## src/rtl/fixed_pt_dot_accumulator_if.sv

```systemverilog
// Handshake bundle between fixed_pt_multiplier products and the dot-product result consumer.
// The slave modport is the accumulator view. The master modport is the producer/consumer view.
interface fixed_pt_dot_accumulator_if #(
   parameter int W  = 24,
   parameter int CW = 8
);
   logic          in_valid;
   logic          in_ready;
   logic          in_last;
   logic [W-1:0]  product;
   logic          out_valid;
   logic          out_ready;
   logic [W-1:0]  sum;
   logic [CW-1:0] count;
   logic          overflow;

   modport slave (
      input  in_valid, in_last, product, out_ready,
      output in_ready, out_valid, sum, count, overflow
   );

   modport master (
      output in_valid, in_last, product, out_ready,
      input  in_ready, out_valid, sum, count, overflow
   );
endinterface

```

## src/rtl/fixed_pt_dot_accumulator.sv

```systemverilog
// Sums a vector of signed Q(W-1-D).D products into a W-bit saturated dot product, plus a count and an overflow flag.
// Latency: the result is valid one cycle after the last beat is accepted.
// Backpressure: in_ready is held low while a result waits for out_ready.
module fixed_pt_dot_accumulator #(
   parameter int OPERAND_WIDTH = 24,
   parameter int DECIMAL_PLACE = 8,
   parameter int GUARD_BITS    = 8,
   parameter int COUNT_WIDTH   = 8
) (
   input logic                    clk,
   input logic                    rst,
   fixed_pt_dot_accumulator_if.slave bus
);
   localparam int W = OPERAND_WIDTH;
   localparam int A = OPERAND_WIDTH + GUARD_BITS;
   localparam logic [COUNT_WIDTH-1:0] CNT_MAX = '1;

   typedef enum logic [0:0] {ACCUM, HOLD} state_t;

   state_t                 state_q, state_d;
   logic [A-1:0]           acc_q, acc_d;
   logic [COUNT_WIDTH-1:0] cnt_q, cnt_d;
   logic                   cnt_sat_q, cnt_sat_d;
   logic [W-1:0]           sum_q, sum_d;
   logic [COUNT_WIDTH-1:0] count_q, count_d;
   logic                   ovf_q, ovf_d;
   logic                   out_vld_q, out_vld_d;

   logic                   accept;
   logic [A-1:0]           total;
   logic [A-W:0]           total_top;
   logic                   in_range;
   logic [W-1:0]           total_sat;
   logic [COUNT_WIDTH-1:0] cnt_inc;
   logic                   cnt_hit;

   assign bus.in_ready = (state_q == ACCUM) && !rst;
   assign accept       = bus.in_valid && bus.in_ready;

   assign total     = acc_q + {{GUARD_BITS{bus.product[W-1]}}, bus.product};
   // The total fits in W signed bits only when every bit from W-1 upward matches the sign.
   assign total_top = total[A-1:W-1];
   assign in_range  = (&total_top) || !(|total_top);
   assign total_sat = in_range ? total[W-1:0] :
                      (total[A-1] ? {1'b1, {(W-1){1'b0}}} : {1'b0, {(W-1){1'b1}}});

   assign cnt_inc = (cnt_q == CNT_MAX) ? CNT_MAX : cnt_q + COUNT_WIDTH'(1);
   assign cnt_hit = (cnt_inc == CNT_MAX);

   always_comb begin
      state_d   = state_q;
      acc_d     = acc_q;
      cnt_d     = cnt_q;
      cnt_sat_d = cnt_sat_q;
      sum_d     = sum_q;
      count_d   = count_q;
      ovf_d     = ovf_q;
      out_vld_d = out_vld_q;
      case (state_q)
         ACCUM: begin
            if (accept) begin
               if (!bus.in_last) begin
                  acc_d     = total;
                  cnt_d     = cnt_inc;
                  cnt_sat_d = cnt_sat_q || cnt_hit;
               end else begin
                  sum_d     = total_sat;
                  count_d   = cnt_inc;
                  ovf_d     = !in_range || cnt_sat_q || cnt_hit;
                  out_vld_d = 1'b1;
                  acc_d     = '0;
                  cnt_d     = '0;
                  cnt_sat_d = 1'b0;
                  state_d   = HOLD;
               end
            end
         end
         HOLD: begin
            if (out_vld_q && bus.out_ready) begin
               out_vld_d = 1'b0;
               state_d   = ACCUM;
            end
         end
         default: state_d = ACCUM;
      endcase
   end

   always_ff @(posedge clk) begin
      if (rst) begin
         state_q   <= ACCUM;
         acc_q     <= '0;
         cnt_q     <= '0;
         cnt_sat_q <= 1'b0;
         sum_q     <= '0;
         count_q   <= '0;
         ovf_q     <= 1'b0;
         out_vld_q <= 1'b0;
      end else begin
         state_q   <= state_d;
         acc_q     <= acc_d;
         cnt_q     <= cnt_d;
         cnt_sat_q <= cnt_sat_d;
         sum_q     <= sum_d;
         count_q   <= count_d;
         ovf_q     <= ovf_d;
         out_vld_q <= out_vld_d;
      end
   end

   // Outputs read as cleared during any reset cycle, not only after the reset edge.
   assign bus.out_valid = out_vld_q && !rst;
   assign bus.sum       = rst ? '0 : sum_q;
   assign bus.count     = rst ? '0 : count_q;
   assign bus.overflow  = ovf_q && !rst;
endmodule

```

## src/flat_wrapper.sv

```systemverilog
// flat-port wrapper written by rule: the top's interface ports become plain ports
module fixed_pt_dot_accumulator_flat 
#(
   parameter int OPERAND_WIDTH = 24,
   parameter int DECIMAL_PLACE = 8,
   parameter int GUARD_BITS    = 8,
   parameter int COUNT_WIDTH   = 8
)
  (clk, rst, bus_in_valid, bus_in_last, bus_product, bus_out_ready, bus_in_ready, bus_out_valid, bus_sum, bus_count, bus_overflow);
  fixed_pt_dot_accumulator_if #(.W(24), .CW(8)) bus_i ();
  input logic clk;
  input logic rst;
  input wire logic [$bits(bus_i.in_valid)-1:0] bus_in_valid;
  input wire logic [$bits(bus_i.in_last)-1:0] bus_in_last;
  input wire logic [$bits(bus_i.product)-1:0] bus_product;
  input wire logic [$bits(bus_i.out_ready)-1:0] bus_out_ready;
  output wire logic [$bits(bus_i.in_ready)-1:0] bus_in_ready;
  output wire logic [$bits(bus_i.out_valid)-1:0] bus_out_valid;
  output wire logic [$bits(bus_i.sum)-1:0] bus_sum;
  output wire logic [$bits(bus_i.count)-1:0] bus_count;
  output wire logic [$bits(bus_i.overflow)-1:0] bus_overflow;
  assign bus_i.in_valid = bus_in_valid;
  assign bus_i.in_last = bus_in_last;
  assign bus_i.product = bus_product;
  assign bus_i.out_ready = bus_out_ready;
  assign bus_in_ready = bus_i.in_ready;
  assign bus_out_valid = bus_i.out_valid;
  assign bus_sum = bus_i.sum;
  assign bus_count = bus_i.count;
  assign bus_overflow = bus_i.overflow;
  fixed_pt_dot_accumulator #(.OPERAND_WIDTH(OPERAND_WIDTH), .DECIMAL_PLACE(DECIMAL_PLACE), .GUARD_BITS(GUARD_BITS), .COUNT_WIDTH(COUNT_WIDTH)) u_core (.clk(clk), .rst(rst), .bus(bus_i));
endmodule
```

## config.mk

```make
export PLATFORM = sky130hd
export DESIGN_NAME = fixed_pt_dot_accumulator_flat
export DESIGN_NICKNAME = d
export VERILOG_FILES = /design/src/rtl/fixed_pt_dot_accumulator_if.sv /design/src/rtl/fixed_pt_dot_accumulator.sv /design/src/flat_wrapper.sv
export SDC_FILE = /design/constraint.sdc
export NUM_CORES = 1
export LEC_CHECK = 0
export CORE_MARGIN = 2
export CORE_UTILIZATION = 45
export DETAILED_ROUTE_END_ITERATION = 8
export PLACE_DENSITY = 0.72
export SLEW_MARGIN = 20
export SYNTH_ARGS = -nofsm -noshare
export SYNTH_HDL_FRONTEND = slang
export SYNTH_SLANG_ARGS = --single-unit
```

## constraint.sdc

```tcl
create_clock -name clk -period 4.2 [get_ports clk]
set_input_delay 1.26 -clock clk [delete_from_list [all_inputs] [get_ports clk]]
set_output_delay 1.26 -clock clk [all_outputs]
set_load 0.05 [all_outputs]
```

==> results.tsv <==
metric	value	unit
die_w	111	um
top_layer_used	met4	
critPathBufInv	5	
critPathMaxFanout	6	
ys_types	68	
dpl.hpwl	11.2	mm
clk_latency	0.35	ns
setup_slack	-0.0246	ns
start_kind	input pin	
globalplace.congestion	0.902	
grt_antenna_before_repair	0	
cp_slowest_stage_delay	0.37	ns
slew_headroom	54.6	%
tightest_slew	0.680	ns
grt_pass1_wl	25.2	mm
placed_cell_area	6780	um^2
hold_path.class	reg2reg	
synth_top_area_share	29.3	%
setup_violations	2	
root_buffer	clkbuf_16	
max_freq	0.237	GHz
drt_iter0_markers	393	
synth_area_leaders	dfxtp_1 29%, ha_1 7.7%, nor2_1 6.7%	
crit_family	compound AO/OA/AOI/OAI gates	
drv_cap	0	
placementRows	39	
synth_warnings	0	
violations	setup timing	
ant_nets	0	
die_y	111	um
via_per_inst	5.77	
htree_levels	3	
grtUsageTotal	24.8	%
initial_core_util	45.8	%
final_design_area_no_fill	7370	um^2
syn_inst	645	
grt_overflow	0	
clkTransAtPathRegs	0.07	ns
post-route-min-period	4.22	ns
die_area	12400	um^2
wl	15.7	mm
core-area	11300	um^2
cp_data_required_time	4.44	ns
cp-end-kind	flip-flop	
drive_gt1_share	29.0	%
clock-sinks	76	
drc	0	
clock_skew	0.0150	ns
io_buffers	63	
crit_type	in2reg	
p_per_area	299	nW/um^2
firstDrtPassIters	5	
syn_nets	707	
postSynthAreaPerCell	8.04	um^2
worstPathCellList	buf_6 > ha_4 > inv_2 > fa_2 > and2b_1 > o2111ai_2 > a211oi_4 > buf_4 > o21ai_2 > a32oi_2 > buf_4 > mux2_4 > a2111oi_4 > nand4_1 > mux2_4 > buf_6 > o22a_1	
cts_buffer_depth	2	
detailroute.via_count	5404	
synth_area	5190	um^2
area_delta_synth_final	42.1	%
slowest_stage	mux2_4	
ys_seq_elements	76	
wl_met1	6.69	mm
synth_edf_count	0	
whs	0.454	ns
grt_pass1_vias	5305	
min_period_over_period	101	%
synth_top_area_cell	dfxtp_1	
cts_buffers	9	
cts_tree	done	
dr_wl_met2	7.66	mm
p_leak	0.00307	uW
yosysSeqAreaShare	29.3	%
antenna_cells	0	
ios	64	
wl_met3	716	um
ir_drop	0.192	mV
worstPathArrival	4.47	ns
rsz0062_at_grt	true	
hold_buffers	0	
final_util	65.1	%
finalHoldViolations	0	
grt_max_degree	47	
nets	850	
slew_viol_final	0	
synthFlopType	dfxtp_1	
status	finished with violations	
async_reset_ff_share	0	%
wl_per_cell	16.8	um
-- synthesized netlist by cell type (2+ instances only) --
cell type,count
nor2_1,93
dfxtp_1,76
a21oi_1,54
nand2_1,38
nor2b_1,36
o21ai_0,36
ha_1,32
a22oi_1,28
clkbuf_1,26
xnor2_1,21
o22ai_2,20
a21o_1,14
nor3_1,14
nand3_1,12
nand4_1,12
inv_1,11
xor2_1,11
a31oi_1,10
o21bai_1,9
buf_2,7
and3_1,6
o22ai_1,5
buf_1,4
nand2b_1,4
o211ai_1,4
or3_1,4
mux2i_1,3
nand3b_1,3
o21a_1,3
o31ai_1,3
a21boi_0,2
and2_1,2
and3_4,2
buf_4,2
buf_6,2
mux2_2,2
mux2_4,2
or2_2,2
-- power breakdown --
group	internal [uW]	switching [uW]	total (uW)
Sequential	759	15.4	775
Clock	482	328	810
Combinational	281	336	617
Total	1520	679	2200
-- layout make-up --
class                      instances  area (um^2)
clock buffer                      10          239
tap                              143          179
timing repair buffer             173         1650
sequential                        76         1520
multi-input combinational        517         3670
inverter                          11         41.3
clock inverter                     6         72.6
fill                             931         3950
-- stage by stage --
stage | setup WS (ns) | instances | TNS (ns) | power, uW
2_1_floorplan | 0.00822 | 645 | 0 | 1140
3_3_place_gp | -0.682 | 907 | -16.56 | 1360
3_5_place_dp | -0.789 | 907 | -19.21 | 1370
4_1_cts | -0.0343 | 932 | -0.0538 | 2190
5_1_grt | -0.138 | 936 | -1.69 | 2290
6_report | -0.0246 | 936 | -0.0299 | 2200
-- worst paths after layout --
kind                         start               end  slack (ns)  cells past startpoint
hold / removal    u_core.out_vld_q  u_core.out_vld_q        0.45                      1
hold reg to reg   u_core.out_vld_q  u_core.out_vld_q        0.45                      1
setup reg to reg   u_core.acc_q[0]      u_core.ovf_q        0.54                     16
setup / recovery    bus_product[0]      u_core.ovf_q       -0.02                     17
-- worst reg2reg max path: cells and delay by family, from the launching register on --
family | cells | cell delay [ns]
adders and majority gates | 2 | 0.47
muxes | 2 | 0.69
and+or+nand+nor | 2 | 0.40
DFF | 1 | 0.38
buffers and inverters | 4 | 0.52
AOI/OAI and AO/OA | 6 | 1.09
-- logic make-up after synthesis --
| logic type | count (synthesis) | share of synthesized area (%) |
|---|---|---|
| xor gates and xnor gates | 32 | 5.40 |
| DFF | 76 | 29.3 |
| adders and majority gates | 33 | 8.10 |
| muxes | 7 | 1.59 |
| and+or+nand+nor | 237 | 22.3 |
| AOI/OAI and AO/OA | 208 | 28.9 |
| buffers and inverters | 52 | 4.37 |
-- registers in the layout, indices dropped and copies added, names as in the netlist --
signal,cells
u_core.out_vld_q,1
u_core.count_q,8
u_core.ovf_q,1
u_core.cnt_sat_q,1
u_core.sum_q,24
u_core.cnt_q,8
u_core.acc_q,32
u_core.state_q,1
-- per-layer routing --
metal	global-route usage (%)	vias to the layer above
li1	-	2630
met1	30.4	2563
met2	42.1	163
met3	4.14	48
met4	12.8	0
met5	0	-
-- placed cells by master, fill, tap and decap left out, drive strengths merged, types with 13 or more instances in the layout --
cell,netlist,layout
buf,15,145
nor2,94,94
dfxtp,76,76
a21oi,54,54
nand2,38,38
o21ai,38,38
nor2b,36,36
ha,32,32
a22oi,28,28
o22ai,25,25
xnor2,21,21
clkdlybuf4s50,0,18
nor3,14,14
a21o,14,14
nand3,13,13
-- timing repair --
action	in CTS	in global routing
buffers inserted	8	4
setup endpoints to repair	24	24
gates resized for setup	39	9
gates cloned	1	0
pin swaps	24	11
Power figures use the tool's default switching activity.
